<file path="src/rtl/axi_read_master.sv">
// rtl/axi_read_master.sv - AXI4 read-channel initiator with one-entry beat output register
//
// Accepts one burst command at a time on a valid/ready port, issues the AR
// transaction, collects the INCR burst on R and presents each beat through a
// registered output stage. Protocol violations and error responses fold into
// rd_err, which is valid on the final beat.
//
// Ports:
//   ACLK, ARESETn                 clock, asynchronous active-low reset
//   req_valid/req_ready           command handshake
//   req_addr, req_len             byte start address, beats minus one
//   busy                          transaction in progress
//   rd_data/rd_valid/rd_ready     beat output stream
//   rd_last, rd_err               final beat marker, error summary on final beat
//   ARID..ARVALID, ARREADY        AXI read address channel
//   RID..RVALID, RREADY           AXI read data channel
module axi_read_master #(
   parameter logic [3:0] MASTER_ID  = 4'd0,
   parameter logic [2:0] BURST_SIZE = 3'b010
) (
   input  logic        ACLK,
   input  logic        ARESETn,
   input  logic        req_valid,
   output logic        req_ready,
   input  logic [31:0] req_addr,
   input  logic [3:0]  req_len,
   output logic        busy,
   output logic [31:0] rd_data,
   output logic        rd_valid,
   output logic        rd_last,
   output logic        rd_err,
   input  logic        rd_ready,
   output logic [3:0]  ARID,
   output logic [31:0] ARADDR,
   output logic [3:0]  ARLEN,
   output logic [2:0]  ARSIZE,
   output logic [1:0]  ARBURST,
   output logic        ARVALID,
   input  logic        ARREADY,
   input  logic [3:0]  RID,
   input  logic [31:0] RDATA,
   input  logic [1:0]  RRESP,
   input  logic        RLAST,
   input  logic        RVALID,
   output logic        RREADY
);

   typedef enum logic [1:0] {
      IDLE = 2'd0,
      ADDR = 2'd1,
      DATA = 2'd2
   } state_t;

   state_t      state_q;
   state_t      state_d;
   logic [31:0] araddr_q;
   logic [3:0]  arlen_q;
   logic [3:0]  cnt_q;
   logic        err_q;

   logic        cmd_acc;
   logic        ar_acc;
   logic        beat_acc;
   logic        at_end;
   logic        beat_err;
   logic        term;

   assign ARID    = MASTER_ID;
   assign ARSIZE  = BURST_SIZE;
   assign ARBURST = 2'b01;
   assign ARADDR  = araddr_q;
   assign ARLEN   = arlen_q;

   assign req_ready = (state_q == IDLE);
   assign busy      = (state_q != IDLE);
   assign ARVALID   = (state_q == ADDR);
   // Depends only on state and the output register, never on RVALID.
   assign RREADY    = (state_q == DATA) && (!rd_valid || rd_ready);

   assign cmd_acc  = req_valid && req_ready;
   assign ar_acc   = ARVALID && ARREADY;
   assign beat_acc = RVALID && RREADY;
   assign at_end   = (cnt_q == arlen_q);

   // A beat is bad if it carries an error response, the wrong ID, or its
   // RLAST disagrees with our own beat count.
   assign beat_err = (RRESP != 2'b00) || (RID != MASTER_ID) ||
                     (RLAST && !at_end) || (!RLAST && at_end);

   // Stop on whichever of RLAST or the expected count arrives first, so a
   // missing or early RLAST never leaves the FSM stuck in DATA.
   assign term = RLAST || at_end;

   always_ff @(posedge ACLK or negedge ARESETn) begin
      if (!ARESETn) begin
         state_q <= IDLE;
      end else begin
         state_q <= state_d;
      end
   end

   always_comb begin
      state_d = state_q;
      case (state_q)
         IDLE:    if (cmd_acc) state_d = ADDR;
         ADDR:    if (ar_acc) state_d = DATA;
         DATA:    if (beat_acc && term) state_d = IDLE;
         default: state_d = IDLE;
      endcase
   end

   always_ff @(posedge ACLK or negedge ARESETn) begin
      if (!ARESETn) begin
         araddr_q <= 32'd0;
         arlen_q  <= 4'd0;
         cnt_q    <= 4'd0;
         err_q    <= 1'b0;
      end else if (cmd_acc) begin
         araddr_q <= req_addr & 32'hFFFF_FFFC;
         arlen_q  <= req_len;
         cnt_q    <= 4'd0;
         err_q    <= 1'b0;
      end else if (beat_acc) begin
         // The count stops at arlen_q, so it cannot wrap inside a burst.
         cnt_q <= cnt_q + 4'd1;
         err_q <= err_q | beat_err;
      end
   end

   // One-entry output register: a load and a drain in the same cycle keep
   // rd_valid high with the new beat.
   always_ff @(posedge ACLK or negedge ARESETn) begin
      if (!ARESETn) begin
         rd_data  <= 32'd0;
         rd_valid <= 1'b0;
         rd_last  <= 1'b0;
         rd_err   <= 1'b0;
      end else if (beat_acc) begin
         rd_data  <= RDATA;
         rd_valid <= 1'b1;
         rd_last  <= term;
         rd_err   <= term && (err_q || beat_err);
      end else if (rd_ready) begin
         rd_valid <= 1'b0;
         rd_last  <= 1'b0;
         rd_err   <= 1'b0;
      end
   end

endmodule

</file>
<file path="config.mk">
export PLATFORM = sky130hd
export DESIGN_NAME = axi_read_master
export DESIGN_NICKNAME = d
export VERILOG_FILES = /design/src/rtl/axi_read_master.sv
export SDC_FILE = /design/constraint.sdc
export NUM_CORES = 1
export LEC_CHECK = 0
export BUFFER_PORTS_ARGS = -buffer_cell sky130_fd_sc_hd__buf_2
export CAP_MARGIN = 0
export CORE_ASPECT_RATIO = 0.7
export CORE_UTILIZATION = 48
export CTS_CLUSTER_SIZE = 24
export DETAILED_ROUTE_END_ITERATION = 10
export PLACE_DENSITY = 0.93
export REMOVE_ABC_BUFFERS = 1
export SLEW_MARGIN = 20
export SYNTH_ARGS = -nofsm -noshare
export SYNTH_HDL_FRONTEND = slang
export SYNTH_SLANG_ARGS = --single-unit
</file>
<file path="constraint.sdc">
create_clock -name ACLK -period 3.9 [get_ports ACLK]
set_input_delay 0.39 -clock ACLK [delete_from_list [all_inputs] [get_ports ACLK]]
set_output_delay 0.39 -clock ACLK [all_outputs]
set_load 0.01 [all_outputs]
</file>
Word-level counts from Yosys, hierarchy flattened:

Index checks and enable logic that the tools add are counted.

* add/sub/neg operators: 1
* equality and inequality tests: 6
* muxes and demuxes: 12
* bitwise logic cells: 1
* reductions and logical operators: 24

Operators with widths (count)
* $logic_and A1 B1 Y1: 8
* $mux W4: 2
* $reduce_bool A2 Y1: 4
* $logic_or A1 B1 Y1: 6
* $mux W1: 6
* $mux W2: 3
* $ne A2 B1 Y1 const B: 3
* $pmux W2 S3: 1
* $add A4 B1 Y4 const B: 1
* $eq A4 B4 Y1: 1
* $reduce_bool A4 Y1: 1
* $logic_not A1 Y1: 3
* $reduce_and A3 Y1: 1
* $eq A2 B1 Y1 const B: 1
* $eq A2 B2 Y1 const B: 1
* $logic_not A2 Y1: 1
* $or A1 B1 Y1: 1

* flip-flop bits (word level): 76
* logic and storage cells: 53

Depth between registers and ports, before layout:

* word-level depth: 8
* gate-level depth with buffers: 6

Worst setup path before layout:

OpenSTA, ideal clock, no wires.

* path kind: register -> register
* start: register state_q[0]
* end: register araddr_q[10] (netlist: ARADDR[10])
* arrival: 1354 ps
* path slack: 2421 ps
* cell stages (with the launch flop): 6
* period minus slack after synthesis: 1479 ps
* path through: dfrtp_1 > nor2_1 > and2_0 > buf_2 > buf_4 > mux2_2

* cells in the longest elaborated chain, start to end: 2

RTL lines
* start, declared: RTL line 54 `state_t state_q;`
* start signal, assigned: RTL line 98 `state_q <= state_d;`
* $logic_not A2 Y1: RTL line 74 `assign req_ready = (state_q == IDLE);`
* via req_ready: RTL line 24 `output logic req_ready,`
* $logic_and A1 B1 Y1: RTL line 80 `assign cmd_acc = req_valid && req_ready;`
* end signal, assigned: RTL line 119 `araddr_q <= req_addr & 32'hFFFF_FFFC;`
* end, declared: RTL line 56 `logic [31:0] araddr_q;`

The timed path passes the listed nets, and every way through them passes these cells.
A chain may end at the register's enable or synchronous reset.

Worst setup path after layout:

* start: register state_q[0]
* end: register araddr_q[29] (netlist: ARADDR[29])

* cells in the longest elaborated chain, start to end: 2

RTL lines (RTL line)
* $logic_not A2 Y1: 74
* $logic_and A1 B1 Y1: 80

No other way between the ends.

==> impl_metrics.toml <==
[status]
outcome = "finished, violations left"
violations = "design-rule violations"

[placement]
pre_cts_ws_ps = 2050
port_buffers = 151
dp_hpwl_um = 4590
gp_congestion = 0.717

[yosys]
netlist_area_um2 = 3100
synthArstFlopShare_pct = 100
netlist_top_cells_area = "dfrtp_1 61%, mux2_2 12%, nand2_1 12%"
ys_types = 30
synth-edff-count = 0
ys_top_cells_by_count = "100 x nand2_1, 76 x dfrtp_1, 34 x mux2_2"
synth.most_common_cell = "nand2_1"
ys_ff_latch = 76
yosysSeqAreaShare_pct = 61.4
yosys_warnings = 0
yosysTopAreaCellShare_pct = 61.4
ys.flop_type = "dfrtp_1"
yosys.area.top_type = "dfrtp_1"
syn_area_per_cell_um2 = 11.3
syn_inst = 274

[pwr]
ir_worst_vdd_mv = 0.399
total_power_w = 0.00317
clockPowerShare_pct = 19.6
comb_power_share_pct = 38.2
swShare_pct = 34.6
power.leakage_nw = 2.23
p_int_w = 0.00208
power_frac_seq_pct = 42.2
p_sw_w = 0.00110
power_density_nw_per_um2 = 783

[grt]
grt-ovfl-total = 0
grt_max_degree = 77
grt_pass1_wl_um = 10700
grt_pass1_vias = 2407
antenna_found_initial = 0
grt_usage_pct = 20.3

[critical_path]
reg2reg_to = "ARADDR[29]"
max_stage_delay_ps = 760
cp-endpoint = "ARADDR[29]"
rrSetupSlack_ps = 2040
path_cells = "nor2_1 > and2_2 > mux2_2"
critPathKind = "reg2reg"
crit_start = "state_q[0]"
r2r_start = "state_q[0]"
start_kind = "flop"
worstPathMaxFanout = 40
worstPathArrival_ps = 2080
crit_required_ps = 4120
r2r_cells = 3
cp-end-kind = "flop"
critPathSlowestCell = "and2_2"

[cells_and_area]
utilization_pct = 65.2
nNetsFinal = 505
fill_cells = 505
syn_to_final_growth_pct = 30.8
num_antenna_cells = 0
drive_gt1_share_pct = 48.0

[detailed_routing]
avgRoutedWirePerCell_um = 12.5
via_per_inst = 4.68
top_layer_used = "met4"
route.met2.wl_um = 3170
wl_met3_um = 432
vias = 2364
finalWirelength_um = 6330
met1Wirelength_um = 2670
drc = 12
drt_iter0_markers = 71
ant_nets = 0
firstDrtPassIters = 7

[sta]
maxSlewViolCount = 0
period_needed_ps = 1860
max_freq_ghz = 0.538
maxSlewHeadroom_pct = 38.9
finClkSkew_ps = 7.69
setup_ws_ps = 2040
setup_tns_ps = 0
tightest_slew_ps = 917
final-setup-viol-count = 0
hold_viol = 0
rsz0062_at_grt = "false"
timing.hold.ws_ps = 190
period_share_pct = 47.7

[floorplan]
die-area_um2 = 6790
rows = 24
die_h_um = 69.2
initial_core_util_pct = 49.9
fp.dieW_um = 98.0
core_area_um2 = 6220
ioPinCount = 165

[clock_tree]
post_cts_resized = 0
clk_path_buf_depth = 2
clock_latency_ps = 340
cts_setup_buffers = 0
numCtsBuffers = 9
cts_max_level = 3
ctsHoldBuffers = 0
clk_pin_slew_ps = 80
cts_sinks = 76
cts_tree = "done"
cts_root_buf = "clkbuf_8"

[run]
max_cap_violations = 0

[worst_hold_path]
min-delay-path-class = "in2async"
[metrics by stage]
step / cells / cell area, um2
6_report: 505 / 4050
5_1_grt: 505 / 4050
4_1_cts: 505 / 4050
3_5_place_dp: 490 / 3850
3_3_place_gp: 490 / 3850
2_1_floorplan: 259 / 2980
[cells in the final DEF (no fill, tap or decap), drive strengths merged, types with 3 or more instances in the layout]
| cell type | count |
|---|---|
| nor2 | 4 |
| clkbuf | 10 |
| dfrtp | 76 |
| xor2 | 5 |
| o21ai | 3 |
| conb | 11 |
| buf | 153 |
| nand2 | 100 |
| mux2 | 34 |
[final cells by class]
class                      count  area [um2]  share of cell area (%)
sequential                    76        1900                    46.9
multi-input combinational    181        1070                    26.3
timing repair buffer         153         773                    19.1
clock buffer                  10         128                    3.15
tap                           78        97.6                    2.41
clock inverter                 5        77.6                    1.91
inverter                       2        7.51                   0.185
[sequential cells by signal, indices dropped and copies added (netlist names)]
name      count
ARADDR       30
ARLEN         4
cnt_q         4
err_q         1
rd_data      32
rd_err        1
rd_last       1
rd_valid      1
state_q       2
[cell families (layout without fill, tap and decap cells)]
| kind of cell | Yosys count | count (layout) | share of synthesized area (%) |
|---|---|---|---|
| AND/OR/NAND/NOR | 120 | 120 | 16.6 |
| XOR/XNOR | 7 | 7 | 1.98 |
| AO/OA/AOI/OAI | 8 | 8 | 1.74 |
| flip-flops | 76 | 76 | 61.4 |
| adder cells (fa/ha/maj) | 1 | 1 | 0.404 |
| multiplexers | 34 | 34 | 12.4 |
| other | 2 | 11 | 0.242 |
| buffers and inverters | 26 | 170 | 5.33 |
[how the worst min path moves through the flow]
stage | endpoint | slack (ps)
floorplan | ARADDR[10] | 90
global placement | rd_data[17] | 450
detailed placement | rd_data[12] | 460
CTS | ARADDR[4] | 220
global route | rd_data[23] | 220
finish | ARADDR[27] | 190
[power by group through the flow]
| stage | logic (W) | clock network, W | registers, W |
|---|---|---|---|
| global route | 0.00133 | 0.000674 | 0.00139 |
| floorplan | 0.000540 | 0 | 0.00151 |
| finish | 0.00121 | 0.000623 | 0.00134 |
| detailed placement | 0.00123 | 0 | 0.00135 |
| global placement | 0.00118 | 0 | 0.00133 |
| CTS | 0.00123 | 0.000647 | 0.00134 |
[per-layer routing]
layer / track usage [%] / up-vias
met5: 0 / -
met3: 6.85 / 6
met4: 6.73 / 0
met2: 34.7 / 95
met1: 24.0 / 1114
li1: - / 1149
[critical path, delay by kind of cell (launching register included)]
kind             cells  cell delay [ps]
muxes                1              420
and+or+nand+nor      2              920
DFF                  1              380
(Power assumes the default switching activity.)
